<file path="src/rtl/ctrl_pipe_reg_stages.sv">
// Control-word pipeline for the MIPS datapath: DEPTH register stages carrying {ctrl, valid}.
// Provides load-use stall (hold stage 0, bubble stage 1), per-stage flush, EX branch resolution and a saturating bubble counter.
module ctrl_pipe_reg_stages #(
  parameter int unsigned WIDTH      = 8,
  parameter int unsigned DEPTH      = 3,
  parameter int unsigned BRANCH_BIT = 0
) (
  input  logic                     clock,
  input  logic                     reset_n,
  input  logic [WIDTH-1:0]         in_ctrl,
  input  logic                     in_valid,
  input  logic                     stall,
  input  logic [DEPTH-1:0]         flush,
  input  logic                     zero_flag,
  output logic [DEPTH*WIDTH-1:0]   out_ctrl,
  output logic [DEPTH-1:0]         out_valid,
  output logic                     out_branch_taken,
  output logic [15:0]              bubble_count
);

  localparam int unsigned CNT_W         = 16;
  localparam logic        STALL_BUBBLES = (DEPTH > 1);

  logic [DEPTH-1:0][WIDTH-1:0] r_ctrl;
  logic [DEPTH-1:0][WIDTH-1:0] w_ctrl_nxt;
  logic [DEPTH-1:0]            r_valid;
  logic [DEPTH-1:0]            w_valid_nxt;
  logic [CNT_W-1:0]            r_bubble_count;
  logic [CNT_W-1:0]            w_bubble_count_nxt;
  logic                        w_bubble_evt;

  // Next stage contents; priority flush > stall > advance
  always_comb begin
    w_ctrl_nxt  = r_ctrl;
    w_valid_nxt = r_valid;

    if (flush[0]) begin
      w_ctrl_nxt[0]  = '0;
      w_valid_nxt[0] = 1'b0;
    end else if (!stall) begin
      w_ctrl_nxt[0]  = in_ctrl;
      w_valid_nxt[0] = in_valid;
    end

    for (int k = 1; k < int'(DEPTH); k++) begin
      if (flush[k] || ((k == 1) && stall)) begin
        w_ctrl_nxt[k]  = '0;
        w_valid_nxt[k] = 1'b0;
      end else begin
        w_ctrl_nxt[k]  = r_ctrl[k-1];
        w_valid_nxt[k] = r_valid[k-1];
      end
    end
  end

  // One count per edge that creates any bubble; saturates instead of wrapping
  always_comb begin
    w_bubble_evt       = (stall && STALL_BUBBLES) || (|flush);
    w_bubble_count_nxt = r_bubble_count;
    if (w_bubble_evt && (r_bubble_count != {CNT_W{1'b1}})) begin
      w_bubble_count_nxt = r_bubble_count + CNT_W'(1);
    end
  end

  always_ff @(posedge clock or negedge reset_n) begin
    if (!reset_n) begin
      r_ctrl         <= '0;
      r_valid        <= '0;
      r_bubble_count <= '0;
    end else begin
      r_ctrl         <= w_ctrl_nxt;
      r_valid        <= w_valid_nxt;
      r_bubble_count <= w_bubble_count_nxt;
    end
  end

  assign out_ctrl         = r_ctrl;
  assign out_valid        = r_valid;
  assign bubble_count     = r_bubble_count;
  // Combinational from stage-0 registers: zero_flag arrives late in the EX cycle
  assign out_branch_taken = r_valid[0] & r_ctrl[0][BRANCH_BIT] & zero_flag;

endmodule

</file>
<file path="config.mk">
export PLATFORM = sky130hd
export DESIGN_NAME = ctrl_pipe_reg_stages
export DESIGN_NICKNAME = d
export VERILOG_FILES = /design/src/rtl/ctrl_pipe_reg_stages.sv
export SDC_FILE = /design/constraint.sdc
export NUM_CORES = 1
export LEC_CHECK = 0
export ABC_CLOCK_PERIOD_IN_PS = 1600
export CORE_UTILIZATION = 40
export CTS_CLUSTER_DIAMETER = 50
export DETAILED_ROUTE_END_ITERATION = 10
export GPL_ROUTABILITY_DRIVEN = 1
export HOLD_SLACK_MARGIN = 0.02
export PLACE_DENSITY = 0.75
export REMOVE_ABC_BUFFERS = 1
export SETUP_SLACK_MARGIN = 0.4
export SLEW_MARGIN = 20
export SYNTH_ARGS = -nofsm -noshare
export SYNTH_HDL_FRONTEND = slang
export SYNTH_SLANG_ARGS = --single-unit
</file>
<file path="constraint.sdc">
create_clock -name clock -period 1.6 [get_ports clock]
set_clock_uncertainty 0.1 [all_clocks]
set_input_delay 0.32 -clock clock [delete_from_list [all_inputs] [get_ports clock]]
set_output_delay 0.32 -clock clock [all_outputs]
set_load 0.02 [all_outputs]
</file>
Yosys cells after proc, flatten, opt, wreduce, memory -nomap -nowiden
Index checks and enable logic that the tools add are counted.
Word-level totals
  logic and storage cells: 23
  input bits: 16
  output and inout bits: 44
  register bits: 43
Cells by class
  $add $sub $neg: 1
  muxes and demuxes: 8
  eq/ne operators: 2
  reduce and logical (&&, ||, !) cells: 4
  bitwise operators: 2
Operators by type and width (count)
  2-to-1 mux 8 bit: 4
  adder 16 x 1 -> 16 bit (second input constant): 1
  inequality test 16 bit (second input constant): 1
  2-to-1 mux 1 bit: 4
  OR reduction 3 bit: 1
  bitwise AND 1 bit: 2
  logical OR 1 bit: 2
  inequality test 2 x 1 -> 1 bit (second input constant): 1
  logical AND 1 bit: 1

Depth between registers and ports, before layout
Gate-level depths: netlist of run 1.
  depth in word-level cells: 3
  mapped depth: 5
  depth with buffers taken out: 5

Worst setup path before layout of run 1
OpenSTA, ideal clock, no wires.
  kind: register to register
  from: reg r_bubble_count[0] (netlist: bubble_count[0])
  to: reg r_bubble_count[1] (netlist: bubble_count[1])
  path buffers: 0
  slack: -217 ps
  library setup time: 125 ps
  arrival: 1592 ps
  data required time: 1375 ps
  stages on the path, launching flop included: 6
  clock period less this slack: 1817 ps
  path through: dfrtp_1 ha_1 nand3_2 nor4_4 nor2_2 mux2_4
Between the ends
  cells in the longest elaborated chain, start to end: 2
  elaborated cells on any way between the ends: 3
  classes of those cells: add/sub: 1; eq/ne: 1; reduce/logical: 1
Ends and longest elaborated chain
  from (decl): RTL line 28  | logic [CNT_W-1:0] r_bubble_count;
  from (signal assigned): RTL line 73  | r_bubble_count <= w_bubble_count_nxt;
  branches (longest 2 deep; another with adder 16 x 1 -> 16 bit)
Parallel ways; which one is timed is not known.
A chain may end at the register's enable or synchronous reset.

Worst setup path in the final report of run 1
  from: reg r_bubble_count[1] (netlist: bubble_count[1])
  to: reg r_bubble_count[1] (netlist: bubble_count[1])
Same word-level chain as after synthesis.

==> results of run 1 <==
kinds of logic after synthesis:
kind of cell	after synthesis
AO/OA/AOI/OAI	8
XOR/XNOR	11
AND/OR/NAND/NOR	58
flip-flops	43
multiplexers	11
buffers and inverters	4
adder cells (fa/ha/maj)	1
area by class of cell:
| cell class | instances | area [sq um] | area share [%] |
|---|---|---|---|
| flip-flops and latches | 43 | 1080 | 32.8 |
| clock inverters | 2 | 60.1 | 1.82 |
| well taps | 50 | 62.6 | 1.90 |
| clock buffers | 6 | 72.6 | 2.20 |
| repair buffers | 125 | 1230 | 37.2 |
| multi-input cells | 89 | 795 | 24.1 |
through the flow:
stage | hold WS, ns | setup TNS (ns) | power, W
after global routing | 0.405 | -1.20 | 0.00425
after detailed placement | 0.189 | -5.47 | 0.00238
after global placement | 0.180 | -5.00 | 0.00234
final | 0.361 | -0.539 | 0.00410
after CTS | 0.421 | -0.139 | 0.00369
after floorplan | -0.0756 | -1.01 | 0.00182
final timing paths:
path / endpoint / slack [ns] / depth (start not counted)
setup / recovery: bubble_count[1] / -0.1 / 5
hold / removal: out_ctrl[10] / 0.36 / 2
setup reg to reg: bubble_count[1] / -0.1 / 5
hold reg to reg: out_ctrl[21] / 0.43 / 1
max in group asynchronous: bubble_count[8] / 0.62 / 3
min in group clock: out_ctrl[21] / 0.43 / 1
what timing repair did:
item	CTS	global route
buffers inserted	28	19
pin swaps	8	15
setup endpoints to repair	78	85
resized for setup	279	39
hold buffers	1	0
hold endpoints to repair	18	0
layer usage:
| layer | share of wire [%] | vias up | routed length [microns] |
|---|---|---|---|
| met5 | 0 | - | 0 |
| met4 | 2.9 | 0 | 170 |
| met3 | 3.7 | 18 | 217 |
| met2 | 52 | 53 | 3070 |
| met1 | 41 | 809 | 2410 |
| li1 | - | 732 | - |
cell usage after synthesis, types with 2 or more instances:
cell      count  area [sq um]
dfrtp_1      43          1080
nor2_1       13          48.8
and2_1        9          56.3
mux2i_1       9          90.1
nor2b_1       9          56.3
xnor2_1       8          70.1
and3_1        4          25.0
nand3_1       4          20.0
clkbuf_1      3          11.3
nand2_1       3          11.3
nand4_1       3          18.8
xor2_1        3          26.3
nor3_1        2          10.0
nor4_4        2          42.5
o211ai_1      2          15.0
power breakdown:
part | switching [W] | internal [W]
Clock | 0.000372 | 0.000624
Sequential | 0.000179 | 0.00122
Combinational | 0.000737 | 0.000967
state kept, by name (all words and copies together) (netlist names):
register and flops:
out_valid 3, bubble_count 16, out_ctrl 24
==> impl_metrics.tcl, run 1 <==
set metrics [dict create \
    clk_path_buf_depth 2 \
    seq_area_frac_synth_pct 61.3 \
    p_leak_nw 1.61 \
    maxSlewHeadroom_pct 72.6 \
    synth-edff-count 0 \
    cts-root-buf "clkbuf_8" \
    io_pins 60 \
    rr_startpoint "bubble_count[1]" \
    final_cell_mix "buf_6, buf_4, dfrtp_1" \
    timing.final.crit_share_pct 106 \
    grt_pass1_wl_microns 8140 \
    synthAdderAreaFrac_pct 0.713 \
    dr.pass1.iters 4 \
    synthArstFlopShare_pct 100 \
    finalNonFillerCells 315 \
    cp_slowest_stage_delay_ns 0.42 \
    antenna_found_initial 0 \
    fillers 218 \
    status "finished with violations" \
    dp.cells 259 \
    htree_levels 2 \
    finalSetupViolCount 12 \
    cp_slowest_cell "dfrtp_1" \
    mostFrequentLayoutCell "buf_6" \
    via_per_inst 5.12 \
    synth_area_per_cell_sq_um 12.9 \
    met2_usage_pct 45.1 \
    drive_gt1_share_pct 55.8 \
    startpoint "bubble_count[1]" \
    cp_max_fo 3 \
    end_kind "flip-flop" \
    synth_ff_type "dfrtp_1" \
    maxCapViolCount 0 \
    worstSetupPathType "reg -> reg" \
    synth_top_family_by_area "simple AND/OR/NAND/NOR gates" \
    layout_setup_ws_ns -0.0955 \
    crit_required_ns 1.68 \
    hold_viol 0 \
    grt_pass1_vias 1616 \
    drc 0 \
    cts_buffers 5 \
    gp_congestion 0.796 \
    via_count 1612 \
    fp.dieW_microns 68.2 \
    antenna_cells 0 \
    crit_family "simple AND/OR/NAND/NOR gates" \
    busiest_layer "met2" \
    rows 23 \
    peakVddDrop_mv 1.09 \
    postLayoutCoreUtil_pct 80.2 \
    ys_ff_latch 43 \
    wl_microns 5870 \
    synth_cells 136 \
    hold_path_class "in -> async" \
    start_util_pct 42.6 \
    min_period_ns 1.70 \
    die-area_sq_um 4650 \
    portBuffers 59 \
    grt_use_met3_pct 3.50 \
    clkSlewWorstSetupHoldPaths_ns 0.08 \
    synth-compound-area-share_pct 3.28 \
    yosys_warnings 0 \
    slew_viol_final 0 \
    worstPathCellList "ha_4, nand3_4, nor4_4, nor2_4, mux2_4" \
    rsz0062_at_grt "true" \
    yosys.area_share.xor_xnor_pct 5.49 \
    die_h_microns 68.2 \
    cts.sinks 43 \
    wire_per_inst_microns 18.6 \
    hpwlAfterDp_microns 3120 \
    worst_ep_arrival_time_ns 1.78 \
    finalNetCount 281 \
    worst_pin_slew_ns 0.408 \
    power_density_nw_per_um2 1240 \
    clk_latency_ns 0.30 \
    use_met1_pct 29.9 \
    synth_mux_area_share_pct 6.63 \
    grt_max_degree 26 \
    finish.instance_area_sq_um 3300 \
    place_ws_ns -0.387 \
    syn_area_sq_um 1750 \
    antenna_left 0 \
    grt.overflow.total 0 \
    synth.distinct_cells 34 \
    synthToLayoutAreaGrowth_pct 88.1 \
    tritoncts "yes" \
    crit_path_start_kind "flip-flop" \
    placed_cell_area_sq_um 2530 \
    core_area_sq_um 4120 \
    drt_iter0_drc 93 \
    synth-simple-area-share_pct 21.6 \
    max_freq_mhz 590 \
    crit_buf_inv 0 \
    failed_checks "setup timing" \
    grt_use_total_pct 25.1 \
]
(Power assumes the default switching activity.)
==> run 2: changes to the inputs <==
--- a/config.mk
+++ b/config.mk
@@ -10,7 +10,7 @@
 export CTS_CLUSTER_DIAMETER = 50
 export DETAILED_ROUTE_END_ITERATION = 10
 export GPL_ROUTABILITY_DRIVEN = 1
-export HOLD_SLACK_MARGIN = 0.02
+export HOLD_SLACK_MARGIN = 0.08
 export PLACE_DENSITY = 0.75
 export REMOVE_ABC_BUFFERS = 1
 export SETUP_SLACK_MARGIN = 0.4
==> results of run 2 <==
Same layout as run 1: the final DEF is identical, and so are final timing and power.
==> run 3: changes to the inputs <==
--- a/config.mk
+++ b/config.mk
@@ -7,13 +7,14 @@
 export LEC_CHECK = 0
 export ABC_CLOCK_PERIOD_IN_PS = 1600
 export CORE_UTILIZATION = 40
+export CTS_BUF_LIST = sky130_fd_sc_hd__clkbuf_4 sky130_fd_sc_hd__clkbuf_8 sky130_fd_sc_hd__clkbuf_16
 export CTS_CLUSTER_DIAMETER = 50
 export DETAILED_ROUTE_END_ITERATION = 10
 export GPL_ROUTABILITY_DRIVEN = 1
 export HOLD_SLACK_MARGIN = 0.08
 export PLACE_DENSITY = 0.75
 export REMOVE_ABC_BUFFERS = 1
-export SETUP_SLACK_MARGIN = 0.4
+export SETUP_SLACK_MARGIN = 0.2
 export SLEW_MARGIN = 20
 export SYNTH_ARGS = -nofsm -noshare
 export SYNTH_HDL_FRONTEND = slang
==> impl_metrics.tcl, run 3 (synthesis results as in run 1) <==
set metrics [dict create \
    status "finished with violations" \
    failed_checks "setup timing" \
    wire_per_inst_microns 17.6 \
    core_area_sq_um 4120 \
    tritoncts "yes" \
    grt_pass1_vias 1523 \
    crit_required_ns 1.67 \
    wl_microns 5320 \
    finalNetCount 268 \
    regArea_sq_um 1080 \
    via_count 1527 \
    largest_reg_flops 24 \
    grt.overflow.total 0 \
    clkSlewWorstSetupHoldPaths_ns 0.08 \
    slew_viol_final 0 \
    synthToLayoutAreaGrowth_pct 73.2 \
    mostFrequentLayoutCell "dfrtp_1" \
    min_period_ns 1.68 \
    die_h_microns 68.2 \
    drt_iter0_drc 110 \
    crit_path_start_kind "flip-flop" \
    end_kind "flip-flop" \
    maxCapViolCount 0 \
    finish.instance_area_sq_um 3040 \
    antenna_cells 0 \
    clk_latency_ns 0.29 \
    fillers 263 \
    cp_max_fo 4 \
    multi_input_area_sq_um 802 \
    clk_path_buf_depth 2 \
    htree_levels 2 \
    drive_gt1_share_pct 49.6 \
    peakVddDrop_mv 1.02 \
    die-area_sq_um 4650 \
    gp_congestion 0.796 \
    start_util_pct 42.6 \
    antenna_left 0 \
    dr.pass1.iters 4 \
    placed_cell_area_sq_um 2530 \
    layout_setup_ws_ns -0.0786 \
    dp.cells 259 \
    max_freq_mhz 596 \
    maxSlewHeadroom_pct 69.1 \
    io_pins 60 \
    portBuffers 59 \
    hold_viol 0 \
    cts-root-buf "clkbuf_8" \
    antenna_found_initial 0 \
    final_cell_mix "dfrtp_1, buf_4, buf_6" \
    p_leak_nw 1.50 \
    grt_pass1_wl_microns 7400 \
    via_per_inst 5.06 \
    hold_path_class "reg -> reg" \
    rows 23 \
    hpwlAfterDp_microns 3120 \
    cts_buffers 5 \
    finalSetupViolCount 10 \
    grt_max_degree 26 \
    rsz0062_at_grt "true" \
    fp.dieW_microns 68.2 \
    worstSetupPathType "reg -> reg" \
    power_density_nw_per_um2 1300 \
    finalNonFillerCells 302 \
    worst_pin_slew_ns 0.463 \
    worst_ep_arrival_time_ns 1.75 \
    drc 0 \
    grt_use_total_pct 22.4 \
    timing.final.crit_share_pct 105 \
    cts.sinks 43 \
]
[run 3: timing repair]
item | in CTS | in global routing
pin swaps | 8 | 18
setup buffers | 19 | 15
endpoints found under the hold margin | 18 | 0
hold buffers | 1 | 0
endpoints found under the setup margin | 65 | 58
gates resized for setup | 156 | 61
[run 3: area by class of cell]
cell class	instances	area share, %
clock buffers	6	2.51
clock inverters	2	1.98
multi-input cells	89	26.4
flip-flops and latches	43	35.5
well taps	50	2.06
repair buffers	112	31.5
[run 3: where the power goes]
| group | switching, W | internal [W] | total, W |
|---|---|---|---|
| Clock | 0.000353 | 0.000641 | 0.000993 |
| Sequential | 0.000177 | 0.00122 | 0.00140 |
| Combinational | 0.000699 | 0.000861 | 0.00156 |
[run 3: final timing paths]
check	from	endpoint	slack [ns]	cells past startpoint
worst max-delay path	bubble_count[5]	bubble_count[1]	-0.08	4
worst max register to register	bubble_count[5]	bubble_count[1]	-0.08	4
min in group asynchronous	reset_n	out_ctrl[5]	0.42	2
worst min-delay path	out_ctrl[13]	out_ctrl[21]	0.40	1
worst min register to register	out_ctrl[13]	out_ctrl[21]	0.40	1
max in group asynchronous	reset_n	out_ctrl[23]	0.50	3
[run 3: metrics by stage]
stage | setup TNS (ns) | worst slack [ns] | total power, W | hold WS [ns] | util (%)
2_1_floorplan | -1.01 | -0.217 | 0.00182 | -0.0756 | -
3_3_place_gp | -5.00 | -0.360 | 0.00234 | 0.180 | 61.6
3_5_place_dp | -5.47 | -0.387 | 0.00238 | 0.189 | 61.6
4_1_cts | -0.212 | -0.0596 | 0.00363 | 0.406 | 69.8
5_1_grt | -1.20 | -0.136 | 0.00412 | 0.426 | 73.8
6_report | -0.410 | -0.0786 | 0.00395 | 0.401 | 73.8
[run 3: critical path, cell delays in order (launching register included)]
cell	delay, ns
dfrtp_1	0.43
nand4_4	0.19
nor4_4	0.41
nor2_2	0.11
mux2_4	0.31
[run 3: metal layers]
metal / routed length, microns / up-vias / GRT usage [%]
met5: 0 / - / 0
li1: - / 702 / -
met2: 2800 / 51 / 38.2
met4: 138 / 0 / 10.7
met3: 202 / 17 / 3.67
met1: 2190 / 757 / 27.3
